File: src/rtl/control_pkg.sv
// Shared opcode constants, control-field encodings and stage bundle types
// for the pipelined MIPS main control unit.
package control_pkg;

   localparam logic [5:0] OP_RTYPE    = 6'b000000;
   localparam logic [5:0] OP_BCOND    = 6'b000001;
   localparam logic [5:0] OP_J        = 6'b000010;
   localparam logic [5:0] OP_JAL      = 6'b000011;
   localparam logic [5:0] OP_BEQ      = 6'b000100;
   localparam logic [5:0] OP_BGTZ     = 6'b000111;
   localparam logic [5:0] OP_IMM_LO   = 6'b001000;
   localparam logic [5:0] OP_IMM_HI   = 6'b001111;
   localparam logic [5:0] OP_SPECIAL2 = 6'b011100;
   localparam logic [5:0] OP_SPECIAL3 = 6'b011111;
   localparam logic [5:0] OP_LB       = 6'b100000;
   localparam logic [5:0] OP_LH       = 6'b100001;
   localparam logic [5:0] OP_LW       = 6'b100011;
   localparam logic [5:0] OP_SB       = 6'b101000;
   localparam logic [5:0] OP_SH       = 6'b101001;
   localparam logic [5:0] OP_SW       = 6'b101011;

   localparam logic [1:0] MTR_ALU  = 2'b00;
   localparam logic [1:0] MTR_WORD = 2'b01;
   localparam logic [1:0] MTR_BYTE = 2'b10;
   localparam logic [1:0] MTR_HALF = 2'b11;

   localparam logic [1:0] SM_WORD = 2'b00;
   localparam logic [1:0] SM_BYTE = 2'b01;
   localparam logic [1:0] SM_HALF = 2'b10;

   localparam logic [1:0] RD_RT = 2'b00;
   localparam logic [1:0] RD_RD = 2'b01;
   localparam logic [1:0] RD_RA = 2'b10;

   typedef struct packed {
      logic [1:0] reg_dst;
      logic       alu_src;
   } ex_ctrl_t;

   typedef struct packed {
      logic       mem_read;
      logic       mem_write;
      logic       branch;
      logic [1:0] store_mode;
   } mem_ctrl_t;

   typedef struct packed {
      logic       reg_write;
      logic [1:0] mem_to_reg;
      logic       jal_mux_sel;
   } wb_ctrl_t;

   // What survives past EX: carried by the EX/MEM register.
   typedef struct packed {
      mem_ctrl_t mem;
      wb_ctrl_t  wb;
   } late_ctrl_t;

   typedef struct packed {
      ex_ctrl_t  ex;
      mem_ctrl_t mem;
      wb_ctrl_t  wb;
   } ctrl_bundle_t;

   localparam ctrl_bundle_t CTRL_ZERO = '0;
   localparam late_ctrl_t   LATE_ZERO = '0;

   function automatic logic [1:0] load_mem_to_reg(input logic [5:0] op);
      case (op)
         OP_LB:   return MTR_BYTE;
         OP_LH:   return MTR_HALF;
         default: return MTR_WORD;
      endcase
   endfunction

   function automatic logic [1:0] store_mode_of(input logic [5:0] op);
      case (op)
         OP_SB:   return SM_BYTE;
         OP_SH:   return SM_HALF;
         default: return SM_WORD;
      endcase
   endfunction

endpackage

File: src/rtl/control_decode.sv
// Combinational main decoder: ID-stage opcode to the full EX/MEM/WB bundle
// and the ALUOp field.
module control_decode
   import control_pkg::*;
#(
   parameter int OPC_W   = 6,
   parameter int ALUOP_W = 6
) (
   input  logic [OPC_W-1:0]   opcode,
   output ctrl_bundle_t       bundle,
   output logic [ALUOP_W-1:0] alu_op
);

   logic [OPC_W+5:0]   opc_ext;
   logic [5:0]         op6;
   logic               opc_legal;
   logic               known;
   logic [ALUOP_W-1:0] alu_op_ext;

   // Opcode bits above the 6-bit MIPS field must be zero for a valid decode.
   assign opc_ext   = {6'b000000, opcode};
   assign op6       = opc_ext[5:0];
   assign opc_legal = (opc_ext[OPC_W+5:6] == '0);

   generate
      if (ALUOP_W > OPC_W) begin : g_alu_zext
         assign alu_op_ext = {{(ALUOP_W-OPC_W){1'b0}}, opcode};
      end else begin : g_alu_trunc
         assign alu_op_ext = opcode[ALUOP_W-1:0];
      end
   endgenerate

   always_comb begin
      bundle = CTRL_ZERO;
      alu_op = '0;
      known  = 1'b1;
      case (op6) inside
         OP_RTYPE, OP_SPECIAL3: begin
            bundle.ex.reg_dst   = RD_RD;
            bundle.wb.reg_write = 1'b1;
         end
         OP_BCOND, [OP_BEQ:OP_BGTZ]: begin
            bundle.mem.branch = 1'b1;
         end
         OP_J, OP_SPECIAL2: begin
         end
         OP_JAL: begin
            bundle.ex.reg_dst     = RD_RA;
            bundle.wb.reg_write   = 1'b1;
            bundle.wb.jal_mux_sel = 1'b1;
         end
         [OP_IMM_LO:OP_IMM_HI]: begin
            bundle.ex.reg_dst    = RD_RT;
            bundle.ex.alu_src    = 1'b1;
            bundle.wb.reg_write  = 1'b1;
            bundle.wb.mem_to_reg = MTR_ALU;
         end
         OP_LB, OP_LH, OP_LW: begin
            bundle.ex.alu_src    = 1'b1;
            bundle.wb.reg_write  = 1'b1;
            bundle.mem.mem_read  = 1'b1;
            bundle.wb.mem_to_reg = load_mem_to_reg(op6);
         end
         OP_SB, OP_SH, OP_SW: begin
            bundle.ex.alu_src     = 1'b1;
            bundle.mem.mem_write  = 1'b1;
            bundle.mem.store_mode = store_mode_of(op6);
         end
         default: known = 1'b0;
      endcase

      if (known && opc_legal) begin
         alu_op = alu_op_ext;
      end else begin
         bundle = CTRL_ZERO;
      end
   end

endmodule

File: src/rtl/pipelined_control.sv
// Main control unit for the 5-stage pipeline: decodes in ID, carries the
// control bundle through ID/EX, EX/MEM, MEM/WB, with load-use stall and flush.
module pipelined_control
   import control_pkg::*;
#(
   parameter int OPC_W     = 6,
   parameter int ALUOP_W   = 6,
   parameter int REG_W     = 5,
   parameter bit HAZARD_EN = 1'b1,
   parameter int CNT_W     = 16
) (
   input  logic               Clk,
   input  logic               Rst_n,
   input  logic [OPC_W-1:0]   Opcode,
   input  logic [REG_W-1:0]   ID_Rs,
   input  logic [REG_W-1:0]   ID_Rt,
   input  logic [REG_W-1:0]   EX_Rt,
   input  logic               Flush,
   output logic               PCWrite,
   output logic               IFIDWrite,
   output logic               IFIDFlush,
   output logic [1:0]         EX_RegDst,
   output logic               EX_ALUSrc,
   output logic [ALUOP_W-1:0] EX_ALUOp,
   output logic               MEM_MemRead,
   output logic               MEM_MemWrite,
   output logic               MEM_Branch,
   output logic [1:0]         MEM_StoreMode,
   output logic               WB_RegWrite,
   output logic [1:0]         WB_MemtoReg,
   output logic               WB_JalMuxSel,
   output logic [CNT_W-1:0]   StallCount
);

   ctrl_bundle_t       dec_bundle;
   logic [ALUOP_W-1:0] dec_alu_op;

   ctrl_bundle_t       idex_q,        idex_d;
   logic [ALUOP_W-1:0] idex_alu_op_q, idex_alu_op_d;
   late_ctrl_t         exmem_q,       exmem_d;
   wb_ctrl_t           memwb_q,       memwb_d;
   logic [CNT_W-1:0]   cnt_q,         cnt_d;

   logic rt_nonzero;
   logic rt_match;
   logic load_use;
   logic stall;

   control_decode #(
      .OPC_W   (OPC_W),
      .ALUOP_W (ALUOP_W)
   ) u_decode (
      .opcode (Opcode),
      .bundle (dec_bundle),
      .alu_op (dec_alu_op)
   );

   assign rt_nonzero = (EX_Rt != '0);
   assign rt_match   = (EX_Rt == ID_Rs) || (EX_Rt == ID_Rt);
   assign load_use   = HAZARD_EN && idex_q.mem.mem_read && rt_nonzero && rt_match;
   // A flush squashes the dependent instruction anyway, so it never stalls.
   assign stall      = load_use && !Flush;

   always_comb begin
      idex_d        = dec_bundle;
      idex_alu_op_d = dec_alu_op;
      exmem_d.mem   = idex_q.mem;
      exmem_d.wb    = idex_q.wb;
      memwb_d       = exmem_q.wb;
      cnt_d         = cnt_q;

      if (Flush || stall) begin
         idex_d        = CTRL_ZERO;
         idex_alu_op_d = '0;
      end
      if (Flush) begin
         exmem_d = LATE_ZERO;
      end
      if (stall && (cnt_q != {CNT_W{1'b1}})) begin
         cnt_d = cnt_q + CNT_W'(1);
      end
   end

   always_ff @(posedge Clk or negedge Rst_n) begin
      if (!Rst_n) begin
         idex_q        <= CTRL_ZERO;
         idex_alu_op_q <= '0;
         exmem_q       <= LATE_ZERO;
         memwb_q       <= '0;
         cnt_q         <= '0;
      end else begin
         idex_q        <= idex_d;
         idex_alu_op_q <= idex_alu_op_d;
         exmem_q       <= exmem_d;
         memwb_q       <= memwb_d;
         cnt_q         <= cnt_d;
      end
   end

   assign PCWrite       = !stall;
   assign IFIDWrite     = !stall;
   assign IFIDFlush     = Flush;

   assign EX_RegDst     = idex_q.ex.reg_dst;
   assign EX_ALUSrc     = idex_q.ex.alu_src;
   assign EX_ALUOp      = idex_alu_op_q;

   assign MEM_MemRead   = exmem_q.mem.mem_read;
   assign MEM_MemWrite  = exmem_q.mem.mem_write;
   assign MEM_Branch    = exmem_q.mem.branch;
   assign MEM_StoreMode = exmem_q.mem.store_mode;

   assign WB_RegWrite   = memwb_q.reg_write;
   assign WB_MemtoReg   = memwb_q.mem_to_reg;
   assign WB_JalMuxSel  = memwb_q.jal_mux_sel;

   assign StallCount    = cnt_q;

endmodule
File: config.mk
export PLATFORM = sky130hd
export DESIGN_NAME = pipelined_control
export DESIGN_NICKNAME = d
export VERILOG_FILES = /design/src/rtl/control_pkg.sv /design/src/rtl/control_decode.sv /design/src/rtl/pipelined_control.sv
export SDC_FILE = /design/constraint.sdc
export NUM_CORES = 1
export LEC_CHECK = 0
export ABC_AREA = 0
export CAP_MARGIN = 20
export CORE_MARGIN = 4
export CORE_UTILIZATION = 28
export CTS_CLUSTER_SIZE = 30
export DETAILED_ROUTE_END_ITERATION = 8
export DONT_BUFFER_PORTS = 1
export GPL_ROUTABILITY_DRIVEN = 0
export GPL_TIMING_DRIVEN = 0
export PLACE_DENSITY = 0.45
export SLEW_MARGIN = 20
export SYNTH_ARGS = -nofsm -noshare
export SYNTH_HDL_FRONTEND = slang
export SYNTH_SLANG_ARGS = --single-unit
export TNS_END_PERCENT = 30
File: constraint.sdc
create_clock -name Clk -period 2.9 [get_ports Clk]
set_input_delay 0.58 -clock Clk [delete_from_list [all_inputs] [get_ports Clk]]
set_output_delay 0.58 -clock Clk [all_outputs]
set_load 0.005 [all_outputs]
* After elaboration in Yosys (flattened, before gate mapping)
Index checks and enable logic that the tools add are counted.
** Operators by class
- Add/sub/neg operators :: 1
- $lt $le $gt $ge :: 4
- Equality and inequality tests :: 14
- Mux-type cells :: 58
- Reductions and logical operators :: 17
** Operator list (count)
- $eq 6x6->1 const B :: 6
- $mux 1 :: 34
- $mux 2 :: 17
- $mux 12 :: 2
- $add 16x1->16 const B :: 1
- $ne 16x16->1 const B :: 1
- $eq 6x2->1 const B :: 2
- $eq 6x5->1 const B :: 2
- $mux 6 :: 2
- $eq 5x5->1 :: 2
- $mux 9 :: 1
- $pmux 2 s2 :: 2
- $eq 6x1->1 const B :: 1
- $ge 6x3->1 const B :: 1
- $ge 6x4->1 const B :: 1
- $le 6x3->1 const B :: 1
- $le 6x4->1 const B :: 1
- $logic_and 1x1->1 :: 6
- $logic_not 6->1 :: 1
- $reduce_or 2->1 :: 3
- $reduce_or 3->1 :: 2
- $reduce_bool 5->1 :: 1
- $logic_not 1->1 :: 2
- $logic_or 1x1->1 :: 2
** Storage, ports and cells
- Register bits :: 47
- Output and inout port bits :: 37
- Logic and storage cells :: 115

* Depth between registers and ports, before layout
- Depth after elaboration :: 11
- Mapped depth :: 7
- Mapped depth without buffers :: 6

* By module
From an unflattened synthesis, not the netlist that was laid out.
** Unflattened totals
- Cells, all modules :: 218
- Area total of the unflattened synthesis :: 2358.5 um^2
** Modules (own cells, without submodules)
- pipelined_control :: times used 1, cells an instance 164, area each 2042.0 um^2
- control_decode :: times used 1, cells an instance 54, area each 316.6 um^2

* Worst setup path before layout
Ideal clock, no wire load.
- Path type :: in2reg
- Start point :: input port EX_Rt[2]
- End point :: register cnt_q[1] (netlist: StallCount[1])
- Library setup time :: 0.128 ns
- Data arrival time :: 2.018 ns
- Required time :: 2.772 ns
- Path slack :: 0.755 ns
- Stages :: 6
- Path buffers :: 1
- Cell sequence :: xor2_1 -> nor3_2 -> a32oi_1 -> or4b_1 -> buf_2 -> mux2_1
** Between the ends
- Longest elaborated chain between the ends :: 5
- Elaborated cells between the ends (all ways) :: 8
- Classes of those cells :: eq/ne: 2; reduce/logical: 6
** RTL lines
- start, declared :: RTL line pipelined_control.sv:17 : input logic [REG_W-1:0] EX_Rt,
- $eq 5x5->1 / $reduce_bool 5->1 (equally long branches) :: RTL line pipelined_control.sv:59, pipelined_control.sv:58
- $logic_or 1x1->1 / $logic_and 1x1->1 (equally long branches) :: RTL line pipelined_control.sv:59, pipelined_control.sv:60
- $logic_and 1x1->1 * :: RTL line pipelined_control.sv:60 : assign load_use = HAZARD_EN && idex_q.mem.mem_read && rt_nonzero && rt_match;
- $logic_and 1x1->1 * :: RTL line pipelined_control.sv:62 : assign stall = load_use && !Flush;
- $logic_and 1x1->1 * :: RTL line pipelined_control.sv:79 : if (stall && (cnt_q != {CNT_W{1'b1}})) begin
- end signal, assigned :: RTL line pipelined_control.sv:96 : cnt_q <= cnt_d;
- end, declared :: RTL line pipelined_control.sv:42 : logic [CNT_W-1:0] cnt_q, cnt_d;
Mark *: on every way between the ends. The rest lies on a longest branch, timed or not.
A chain may end at the register's enable or synchronous reset.

* Final worst setup path
- Start point :: input port EX_Rt[1]
- End point :: output port PCWrite
** Between the ends
- Longest elaborated chain between the ends :: 5
- Elaborated cells between the ends (all ways) :: 8
- Classes of those cells :: eq/ne: 2; reduce/logical: 6
** RTL lines
- $eq 5x5->1 / $reduce_bool 5->1 (equally long branches) :: RTL line pipelined_control.sv:59, pipelined_control.sv:58
- $logic_or 1x1->1 / $logic_and 1x1->1 (equally long branches) :: RTL line pipelined_control.sv:59, pipelined_control.sv:60
- $logic_and 1x1->1 * :: RTL line pipelined_control.sv:60
- $logic_and 1x1->1 * :: RTL line pipelined_control.sv:62
- $logic_not 1->1 *
- end, declared :: RTL line pipelined_control.sv:19 : output logic PCWrite,
Marks and branches as above.

==> out/qor.txt <==
Req. time, crit path: 2.32 ns
Arrival time worst endpoint: 1.67 ns
Number of flops mapped to enable cells by yosys: 0
RR Startpoint: StallCount[0]
Met2 Wirelength: 1924 um
Top FF cell, synth: dfrtp_1
Synth Area in Simple Gates: 0.2388
Worst setup margin: 0.6474 ns
First-pass GRT wire length: 7120 um
Die height: 93.32 um
Crit path time final: 2.253 ns
Filler cell count: 706
Post-Synth XOR/XNOR Area: 0.1031
Gr usage total: 0.1044
Synth async-reset ratio: 1.000
DRC viols: 0
H-tree depth: 2
Avg Inst Size Synth: 10.96 um2
Final WL: 4315 um
Antenna violations before repair: 0
CTS tree: yes
Final setup fails: 0
DR pass1 iterations: 4
Most frequent cells in the layout: 46 x dfrtp_1, 19 x nor2_1, 15 x xor2_1, 11 x nor2b_1, 9 x xnor2_1
Post_cts resized: 0
WL per Instance: 14.83 um
Hold Vio Cnt, Final: 0
Clock Sinks: 46
Kind of critical path: input pin to output port
Dpl ws: 0.5883 ns
Final period util: 0.7768
Top Layer Used: met4
Leak: 0.001020 uW
Post-Layout Cell Count: 291
Starting Density: 0.2935
Share of cells above drive strength 1: 0.1128
Max Slew Vio Count: 0
Worst Hold Class: input pin to asynchronous set/reset pin
Synth top area share: 0.5648
F_max: 443.9 MHz
DRT iter0 DRCs: 44
VDD IR-drop max: 0.1535 mV
Top cell type by total area after synthesis: dfrtp_1
Setup_tns: 0 ns
Netlist Area Pre-Place: 2038 um2
DIE AREA: 8709 um2
Compound-Gate Fraction of Synth Area: 0.03622
Postcts setup bufs: 0
Critical Path Source Type: input pin
Placed cell count: 282
Worst R2R Setup Slack: 0.92 ns
Post-Synth Adder-Cell Area: 0.006139
Fin Hold WS: 0.1197 ns
Mux cell area share after synthesis: 0.01105
Crit Reg-Reg Endpoint: StallCount[15]
RSZ-0062 raised after global routing: false
Clock Skew: 0.002910 ns
Setup crit start: EX_Rt[1]
FF-to-FF path depth: 6
Crit. End Element: output port
Metal3 WL: 333 um
TritonCTS Buffers: 5
Worst-path clk slew: 0.09 ns
Max Buffers Root-to-Sink: 2
Nets: 219
Commonest non-fill, non-tap cell in the layout: dfrtp_1
Post-DP HPWL: 3068 um
M1 WL: 1985 um
Ports: 61
Largest cells by area after synthesis: dfrtp_1 56%, xor2_1 6.4%, xnor2_1 3.9%
Routed vias/inst: 4.560
Core region area: 6944 um2
Number of synthesized register bits: 46
Buffers on Ports: 0
PwrDens: 490.2 nW/um2
Die X: 93.32 um
Part of the Yosys area used for sequential elements: 0.5648
Total number of yosys warnings: 0
Clock Latency Late Sink: 0.29 ns
Root Buffer: clkbuf_8
Layout area overhead: 11.66%
Max-cap violations: 0
Routed vias: 1327
Total gr overflow: 0
CP Max Fanout: 4
Antenna cells: 0
Syn_nets: 211
Final ANT Viol Nets: 0
Worst slew pin tran: 0.7771 ns
Largest net degree at the start of global routing: 47
Worst slew margin: 0.4772
Synthesized instance count: 186
Outcome: complete, no violations
Largest family of logic cells by synthesized area: simple AND/OR/NAND/NOR gates
Vias in the first global route: 1353
# rows: 30
Number of distinct library cells after synthesis: 37
## layer usage
metal / track usage / up-vias
met1: 0.1369 / 636
met2: 0.1531 / 43
li1: - / 643
met4: 0.03663 / 0
met5: 0 / -
met3: 0.04425 / 5
## synthesized netlist by cell type (2+ instances only)
cell,count
a21oi_1,6
and2_1,7
and4_1,2
buf_4,6
clkbuf_1,5
dfrtp_1,46
inv_1,2
nand2_1,7
nand2b_1,3
nand3_1,8
nand4_1,8
nor2_1,19
nor2b_1,11
nor3_1,5
nor3_2,3
nor3b_1,2
nor4_1,4
xnor2_1,9
xor2_1,15
## state kept, by name, summed over array words and instances, names as in the netlist
signal,count
MEM_Branch,1
WB_RegWrite,1
MEM_MemRead,1
EX_ALUSrc,1
MEM_StoreMode,2
EX_RegDst,2
WB_JalMuxSel,1
exmem_q,4
WB_MemtoReg,2
EX_ALUOp,6
StallCount,16
MEM_MemWrite,1
idex_q,8
## layout make-up
cell class                 count  area [um2]  share of cell area
sequential                    46        1151              0.5058
multi-input combinational    125       805.8              0.3540
tap                           96       120.1             0.05278
buffer                        13       73.82             0.03244
clock buffer                   5       68.82             0.03024
timing repair buffer           1       27.53             0.01209
clock inverter                 3       21.27            0.009346
inverter                       2       7.507            0.003299
## worst max path at each step
stage | end | slack, ns
global placement | idex_q[4] | 0.61
detailed placement | idex_q[4] | 0.59
CTS | PCWrite | 0.65
global route | PCWrite | 0.55
floorplan | StallCount[1] | 0.75
finish | PCWrite | 0.65
## worst max-delay path: stages
cell and delay, ns:
or4_1 0.58, nor2_1 0.16, nor2_1 0.10, nand2_1 0.13, buf_4 0.12
## metrics by stage
stage | total power, uW | cell area (um2) | utilization
after floorplan | 711.4 | 2038 | -
after global placement | 723.4 | 2158 | 0.3108
after detailed placement | 723.3 | 2158 | 0.3108
after CTS | 1148 | 2276 | 0.3277
after global routing | 1178 | 2276 | 0.3277
final | 1116 | 2276 | 0.3277
## kinds of logic after synthesis
group / after synthesis
fa+ha+maj: 1
simple gates: 86
buf+inv: 15
compound gates: 12
xor+xnor: 24
flops: 46
mux: 2
## timing repair
item | CTS | global route
endpoints found under the hold margin | 46 | 0
hold buffers | 1 | 0
setup endpoints to repair | 0 | 0
## report_power, final
part | switching (uW) | internal, uW
logic | 44.5 | 27.9
registers | 4.47 | 649
clock network | 220 | 169
(Power assumes the default switching activity.)
